## src/rtl/fifo_stack_n.sv

```systemverilog
// Multi-bit request-style FIFO with occupancy, almost-full and sticky error flags.
// Define FIFO_STACK_N_LIFO_EN to build the same block as a stack (LIFO).
module fifo_stack_n #(
    parameter int DATA_WIDTH = 8,
    parameter int DEPTH      = 16,
    parameter int ADDR_WIDTH = 4,
    parameter int AF_LEVEL   = 12
) (
    input  logic                  clk,
    input  logic                  reset,
    input  logic [DATA_WIDTH-1:0] I_DATA,
    input  logic                  save,
    input  logic                  pop,
    output logic [DATA_WIDTH-1:0] O_DATA,
    output logic                  full,
    output logic                  empty,
    output logic                  almost_full,
    output logic                  busy,
    output logic [ADDR_WIDTH:0]   count,
    output logic                  overflow,
    output logic                  underflow
);

    typedef enum logic {IDLE = 1'b0, BUSY = 1'b1} state_t;

    state_t                state;
    logic [DATA_WIDTH-1:0] mem [DEPTH];
    logic [ADDR_WIDTH-1:0] wr_idx;
    logic [ADDR_WIDTH-1:0] rd_idx;
    logic                  idle;
    logic                  do_save;
    logic                  do_pop;

    assign busy        = (state == BUSY);
    assign idle        = (state == IDLE);
    assign full        = (count == (ADDR_WIDTH+1)'(DEPTH));
    assign empty       = (count == '0);
    assign almost_full = (count >= (ADDR_WIDTH+1)'(AF_LEVEL));

    // A save against a full buffer is still taken when a pop frees a slot in the same edge.
    assign do_save = idle && save && (!full || (pop && !empty));
    assign do_pop  = idle && pop && !empty;

`ifdef FIFO_STACK_N_LIFO_EN
    logic [ADDR_WIDTH-1:0] top_idx;

    // count doubles as the stack pointer; save+pop replaces the top in place.
    assign top_idx = count[ADDR_WIDTH-1:0] - 1'b1;

    always_comb begin
        rd_idx = top_idx;
        wr_idx = do_pop ? top_idx : count[ADDR_WIDTH-1:0];
    end
`else
    logic [ADDR_WIDTH-1:0] wr_ptr;
    logic [ADDR_WIDTH-1:0] rd_ptr;

    always_comb begin
        rd_idx = rd_ptr;
        wr_idx = wr_ptr;
    end

    always_ff @(posedge clk or negedge reset) begin
        if (!reset) begin
            wr_ptr <= '0;
            rd_ptr <= '0;
        end else begin
            if (do_save) wr_ptr <= wr_ptr + 1'b1;
            if (do_pop)  rd_ptr <= rd_ptr + 1'b1;
        end
    end
`endif

    // Storage is deliberately not reset.
    always_ff @(posedge clk) begin
        if (do_save) mem[wr_idx] <= I_DATA;
    end

    always_ff @(posedge clk or negedge reset) begin
        if (!reset) begin
            state     <= IDLE;
            count     <= '0;
            O_DATA    <= '0;
            overflow  <= 1'b0;
            underflow <= 1'b0;
        end else begin
            case (state)
                IDLE: begin
                    if (save || pop) state <= BUSY;
                    if (do_pop) O_DATA <= mem[rd_idx];
                    if (do_save && !do_pop)      count <= count + 1'b1;
                    else if (do_pop && !do_save) count <= count - 1'b1;
                    if (save && !pop && full) overflow  <= 1'b1;
                    if (pop && empty)         underflow <= 1'b1;
                end
                default: state <= IDLE;
            endcase
        end
    end

endmodule

```

## config.mk

```make
export PLATFORM = sky130hd
export DESIGN_NAME = fifo_stack_n
export DESIGN_NICKNAME = d
export VERILOG_FILES = /design/src/rtl/fifo_stack_n.sv
export SDC_FILE = /design/constraint.sdc
export NUM_CORES = 1
export LEC_CHECK = 0
export CAP_MARGIN = 20
export CORE_AREA = 10 10 147 149
export CTS_CLUSTER_DIAMETER = 30
export CTS_CLUSTER_SIZE = 8
export DETAILED_ROUTE_END_ITERATION = 12
export DIE_AREA = 0 0 157 159
export DONT_BUFFER_PORTS = 1
export MAX_ROUTING_LAYER = met4
export PLACE_DENSITY_LB_ADDON = 0.1
export SETUP_SLACK_MARGIN = 0.5
export SYNTH_ARGS = -nofsm -noshare
export SYNTH_HDL_FRONTEND = slang
export SYNTH_SLANG_ARGS = --single-unit
```

## constraint.sdc

```tcl
create_clock -name clk -period 2.75 [get_ports clk]
set_input_delay 0.4125 -clock clk [delete_from_list [all_inputs] [get_ports clk]]
set_output_delay 0.4125 -clock clk [all_outputs]
set_load 0.03 [all_outputs]
```

# Word-level counts from Yosys, hierarchy flattened
# Memory sizes are Yosys's and may differ from the RTL's. A register that Yosys moved wholly into a read port is not among the register bits.
# Index checks and enable logic that the tools add are counted.
[classes]
add_sub_neg = 4
order_cmp = 1
n_eq_ne = 1
muxes = 6
bitwise = 1
n_reduce_logical = 24
[op_table]
columns = ["cell", "n"]
rows = [
  ["1-bit logical AND", 10],
  ["5-bit two-way mux", 2],
  ["4-bit by 1-bit adder with 4-bit output (second input constant)", 2],
  ["2-bit AND reduction", 4],
  ["1-bit logical NOT", 6],
  ["5-bit by 1-bit adder with 5-bit output (second input constant)", 1],
  ["5-bit == test (second input constant)", 1],
  ["5-bit by 4-bit greater-or-equal comparator with 1-bit output (second input constant)", 1],
  ["5-bit logical NOT", 1],
  ["5-bit by 1-bit subtractor with 5-bit output (second input constant)", 1],
  ["1-bit two-way mux", 4],
  ["1-bit logical OR", 2],
  ["2-bit nonzero test", 1],
  ["1-bit inverter", 1],
]
[totals]
regBits = 16
ramBits = 128
word_cells = 44
mem_count = 1
[memory_table]
columns = ["name", "words", "width", "read_ports", "rd_ports_with_merged_regs", "write_ports", "line", "text"]
rows = [
  ["mem", 16, 8, 1, 1, 1, "27", "logic [DATA_WIDTH-1:0] mem [DEPTH];"],
]

# Longest topological paths before layout
[depth]
ltp_word = 9
depth_mapped = 13

# Least setup slack after synthesis
# No wires, ideal clock.
[synth_path]
path_type = "register to register"
from = "reg count[1]"
to = "reg count[4]"
setup_ps = 135
arrival_ps = 3150
required_ps = 2615
setup_slack_ps = -536
stages_incl_launch_ff = 14
n_path_buf = 1
synth_period_minus_slack_ps = 3286
path_cell_list = "dfrtp_1 > nor4_1 > nor2b_1 > nor3b_1 > inv_2 > buf_4 > ha_1 > inv_1 > ha_1 > nor2b_1 > o21ai_0 > a211oi_1 > a31oi_1 > xnor2_1"
[synth_between]
elab_chain_len = 9
[synth_rtl]
columns = ["item", "line", "text"]
rows = [
  ["from (decl)", "19", "output logic [ADDR_WIDTH:0] count,"],
  ["from (signal assigned)", "91", "if (do_save && !do_pop) count <= count + 1'b1;"],
  ["from (signal assigned)", "92", "else if (do_pop && !do_save) count <= count - 1'b1;"],
  ["5-bit logical NOT (*)", "37", "assign empty = (count == '0);"],
  ["named net empty", "16", "output logic empty,"],
  ["1-bit logical NOT (*)", "41, 42", ""],
  ["1-bit logical AND", "41", "assign do_save = idle && save && (!full || (pop && !empty));"],
  ["1-bit logical OR", "41", ""],
  ["1-bit logical AND", "41", ""],
  ["1-bit logical NOT", "92", ""],
  ["1-bit logical AND", "92", ""],
  ["2-bit nonzero test (no line)", "-", ""],
  ["2-bit AND reduction (no line)", "-", ""],
]
# Mark *: on every way through the listed nets, which the timed path passes. The rest lies on a longest branch. The select of a mux whose other input is x is not followed.
# A chain may end at the register's enable or synchronous reset.

# Final worst setup path
[layout_path]
from = "reg count[1]"
to = "reg count[4]"
[layout_between]
elab_chain_len = 9
[layout_rtl]
columns = ["item", "line"]
rows = [
  ["5-bit logical NOT", "37"],
  ["1-bit logical NOT", "41, 42"],
  ["1-bit logical AND", "41"],
  ["1-bit logical OR", "41"],
  ["1-bit logical AND", "41"],
  ["1-bit logical NOT", "92"],
  ["1-bit logical AND", "92"],
  ["2-bit nonzero test (no line)", "-"],
  ["2-bit AND reduction (no line)", "-"],
]
# Several ways; a longest one is shown, not always the timed one. The select of a mux whose other input is x is not followed.

==> results.cfg <==
[setup_path]
ff2ff_setup_slack_ns = 0.43
cp.required_ns = 3.05
reg2reg_depth = 10
start_kind = flop
r2r-end = count[4]
end_kind = flop
crit_chain = nor4_4 -> nand2_1 -> o21a_1 -> ha_4 -> fa_2 -> nor2b_1 -> o21ai_1 -> a211oi_1 -> a31oi_1 -> xnor2_1
reg2reg_from = count[1]
worst-path-max-fanout = 3
cp.arrival_ns = 2.62
slowest_stage = dfrtp_2
critical-path-max-stage-delay_ns = 0.42
path_class = flop to flop

[floorplan]
fp.coreArea_um2 = 18600
initial_core_util_pct = 33.6
die_w_um = 157
rows = 50
dieArea_um2 = 25000
die_y_um = 159
num_io_pins = 31

[logic_synthesis]
yosys_register_bits = 152
synth_nets = 360
synth_warnings = 0
synth.distinct_cells = 39
avgSynthCellArea_um2 = 18.6
synth-main-ff-cell = edfxtp_1
netlist_area_um2 = 6250
synth.top_cells.by_area = edfxtp_1 (61%), dfrtp_1 (9.6%), mux4_1 (7.1%)
synth_most_common_cell = edfxtp_1
synth_top_cell_by_area = edfxtp_1
seq_area_frac_synth_pct = 71.1
yosysTopAreaCellShare_pct = 61.5
ys_async_sr_fraction_pct = 15.8
synth_edf_count = 128
synth_common_cells = edfxtp_1 (128), nand2_1 (27), dfrtp_1 (24)
syn_inst = 337

[timing]
slew_headroom_pct = 60.2
maxSlewViolCount = 0
hold_violations = 0
min_period_over_period_pct = 84.2
timing.fmax_ghz = 0.432
fin_setup_tns_ns = 0
rsz0062_at_grt = yes
tightest_slew_ns = 0.596
setup_viol = 0
clock_skew_ns = 0.00606
period_needed_ns = 2.32
whs_ns = 0.0881

[global_route]
grt_pass1_vias = 3217
grt_antenna_before_repair = 0
grt_first_pass_wirelength_um = 20200
grt_max_degree = 27
grt_overflow_total = 0
grt.total_usage_pct = 11.5

[pwr]
total_power_w = 0.00781
p_per_area_nw_per_um2 = 1050
leakage_nw = 2.60
ir_worst_vdd_v = 0.000470

[finish]
drive_gt1_share_pct = 29.7
antenna_cells = 0
finalCoreUtilization_pct = 40.0
areaGrowthSynthToFinish_pct = 18.8
final_nets = 397

[clocking]
cts_buffers = 17
cts_tree = done
root_buffer = clkbuf_16
cts_buffer_depth = 2
cts.sinks = 152
clk_latency_ns = 0.42
clk_pin_slew_ns = 0.06
htree_num_levels = 4

[routing]
first_pass_iters = 4
vias = 3066
drt_wl_total_um = 13500
wl_per_cell_um = 21.8
drt_iter0_drc = 190
via_per_inst = 4.94
drc = 0
antenna_left = 0

[min_path]
min_to = mem[10][2]
hold_class = input pin to flop
min_from = I_DATA[2]
hold_depth = 0

[run]
max-cap-violations = 0

[status]
status = complete, no violations

[placed_design]
dpl.hpwl_um = 8690
gp_congestion = 0.733
portBuffers = 0
cells by family (layout without fill, tap and decap cells):
| kind of cell | count (synthesis) | after routing | synth area share, % |
|---|---|---|---|
| buffers and inverters | 28 | 78 | 2.76 |
| xor gates and xnor gates | 10 | 10 | 1.40 |
| DFF | 152 | 152 | 71.1 |
| AOI/OAI and AO/OA | 28 | 28 | 2.48 |
| adders and majority gates | 11 | 11 | 2.32 |
| and+or+nand+nor | 60 | 60 | 4.68 |
| muxes | 48 | 48 | 15.3 |
routing by layer:
metal / global-route usage, % / wire length (um) / part of all wire, %
met5: - / 0 / 0
met4: 4.89 / 213 / 1.6
met3: 2.78 / 666 / 4.9
met2: 17.7 / 6750 / 50
met1: 14.2 / 5890 / 44
report_power, final:
group,leakage [nW],switching (W),internal [W]
combinational,0.886,0.00112,0.00113
sequential,1.44,0.000432,0.00280
clock,0.276,0.000908,0.00143
total,2.60,0.00246,0.00536
critical path: cells and delay by family (launching register included):
family,cells,cell delay (ns)
AOI/OAI and AO/OA,4,0.61
xor gates and xnor gates,1,0.13
adders and majority gates,2,0.52
DFF,1,0.42
and+or+nand+nor,3,0.51
what timing repair did:
action | in CTS | in global routing
resized for setup | 12 | 18
setup buffers | 3 | 10
hold buffers | 2 | 0
pin swaps | 3 | 1
endpoints found under the setup margin | 67 | 109
endpoints found under the hold margin | 24 | 0
worst max-delay path by stage:
stage	start	to	cells past startpoint	slack [ns]
5_1_grt	count[1]	count[4]	10	0.32
3_5_place_dp	count[2]	count[4]	10	0.26
2_1_floorplan	count[2]	count[4]	13	0.07
4_1_cts	count[1]	count[4]	10	0.39
6_report	count[1]	count[4]	10	0.43
3_3_place_gp	count[2]	count[4]	10	0.26
flip-flops by register name, summed over array words and instances (netlist names):
register	cells
O_DATA	8
wr_idx	4
rd_idx	4
underflow	1
overflow	1
busy	1
count	5
mem	128
placed cells by master (no fill, tap or decap), types with 2 or more instances in the layout:
cell          n
edfxtp_1    128
buf_4        28
nand2_1      27
dfrtp_1      20
mux4_1       17
clkbuf_16    17
mux4_2       15
o21ai_1      13
inv_1        11
and2_4       10
xnor2_1       9
o21ai_0       8
mux2_2        8
ha_1          8
mux2i_1       7
nor2_1        6
clkinvlp_4    4
buf_12        4
clkbuf_1      3
bufinv_16     3
clkinv_2      3
dfrtp_2       3
nor2b_1       2
nor2_2        2
and2_2        2
a21o_1        2
nand4_1       2
ha_4          2
stage by stage:
step                instance area [um^2]  setup WS, ns  cells
floorplan                           6320        0.0714    337
global placement                    6650         0.260    574
detailed placement                  6650         0.263    574
CTS                                 7320         0.392    611
global route                        7430         0.325    621
finish                              7430         0.434    621
final cells by class:
| class | instances | area (um^2) |
|---|---|---|
| Clock buffer | 20 | 437 |
| Clock inverter | 12 | 153 |
| Fill cell | 1682 | 11200 |
| Inverter | 13 | 51.3 |
| Multi-Input combinational cell | 157 | 1740 |
| Sequential cell | 152 | 4450 |
| Tap cell | 234 | 293 |
| Timing Repair Buffer | 33 | 300 |
Power figures use the tool's default switching activity.
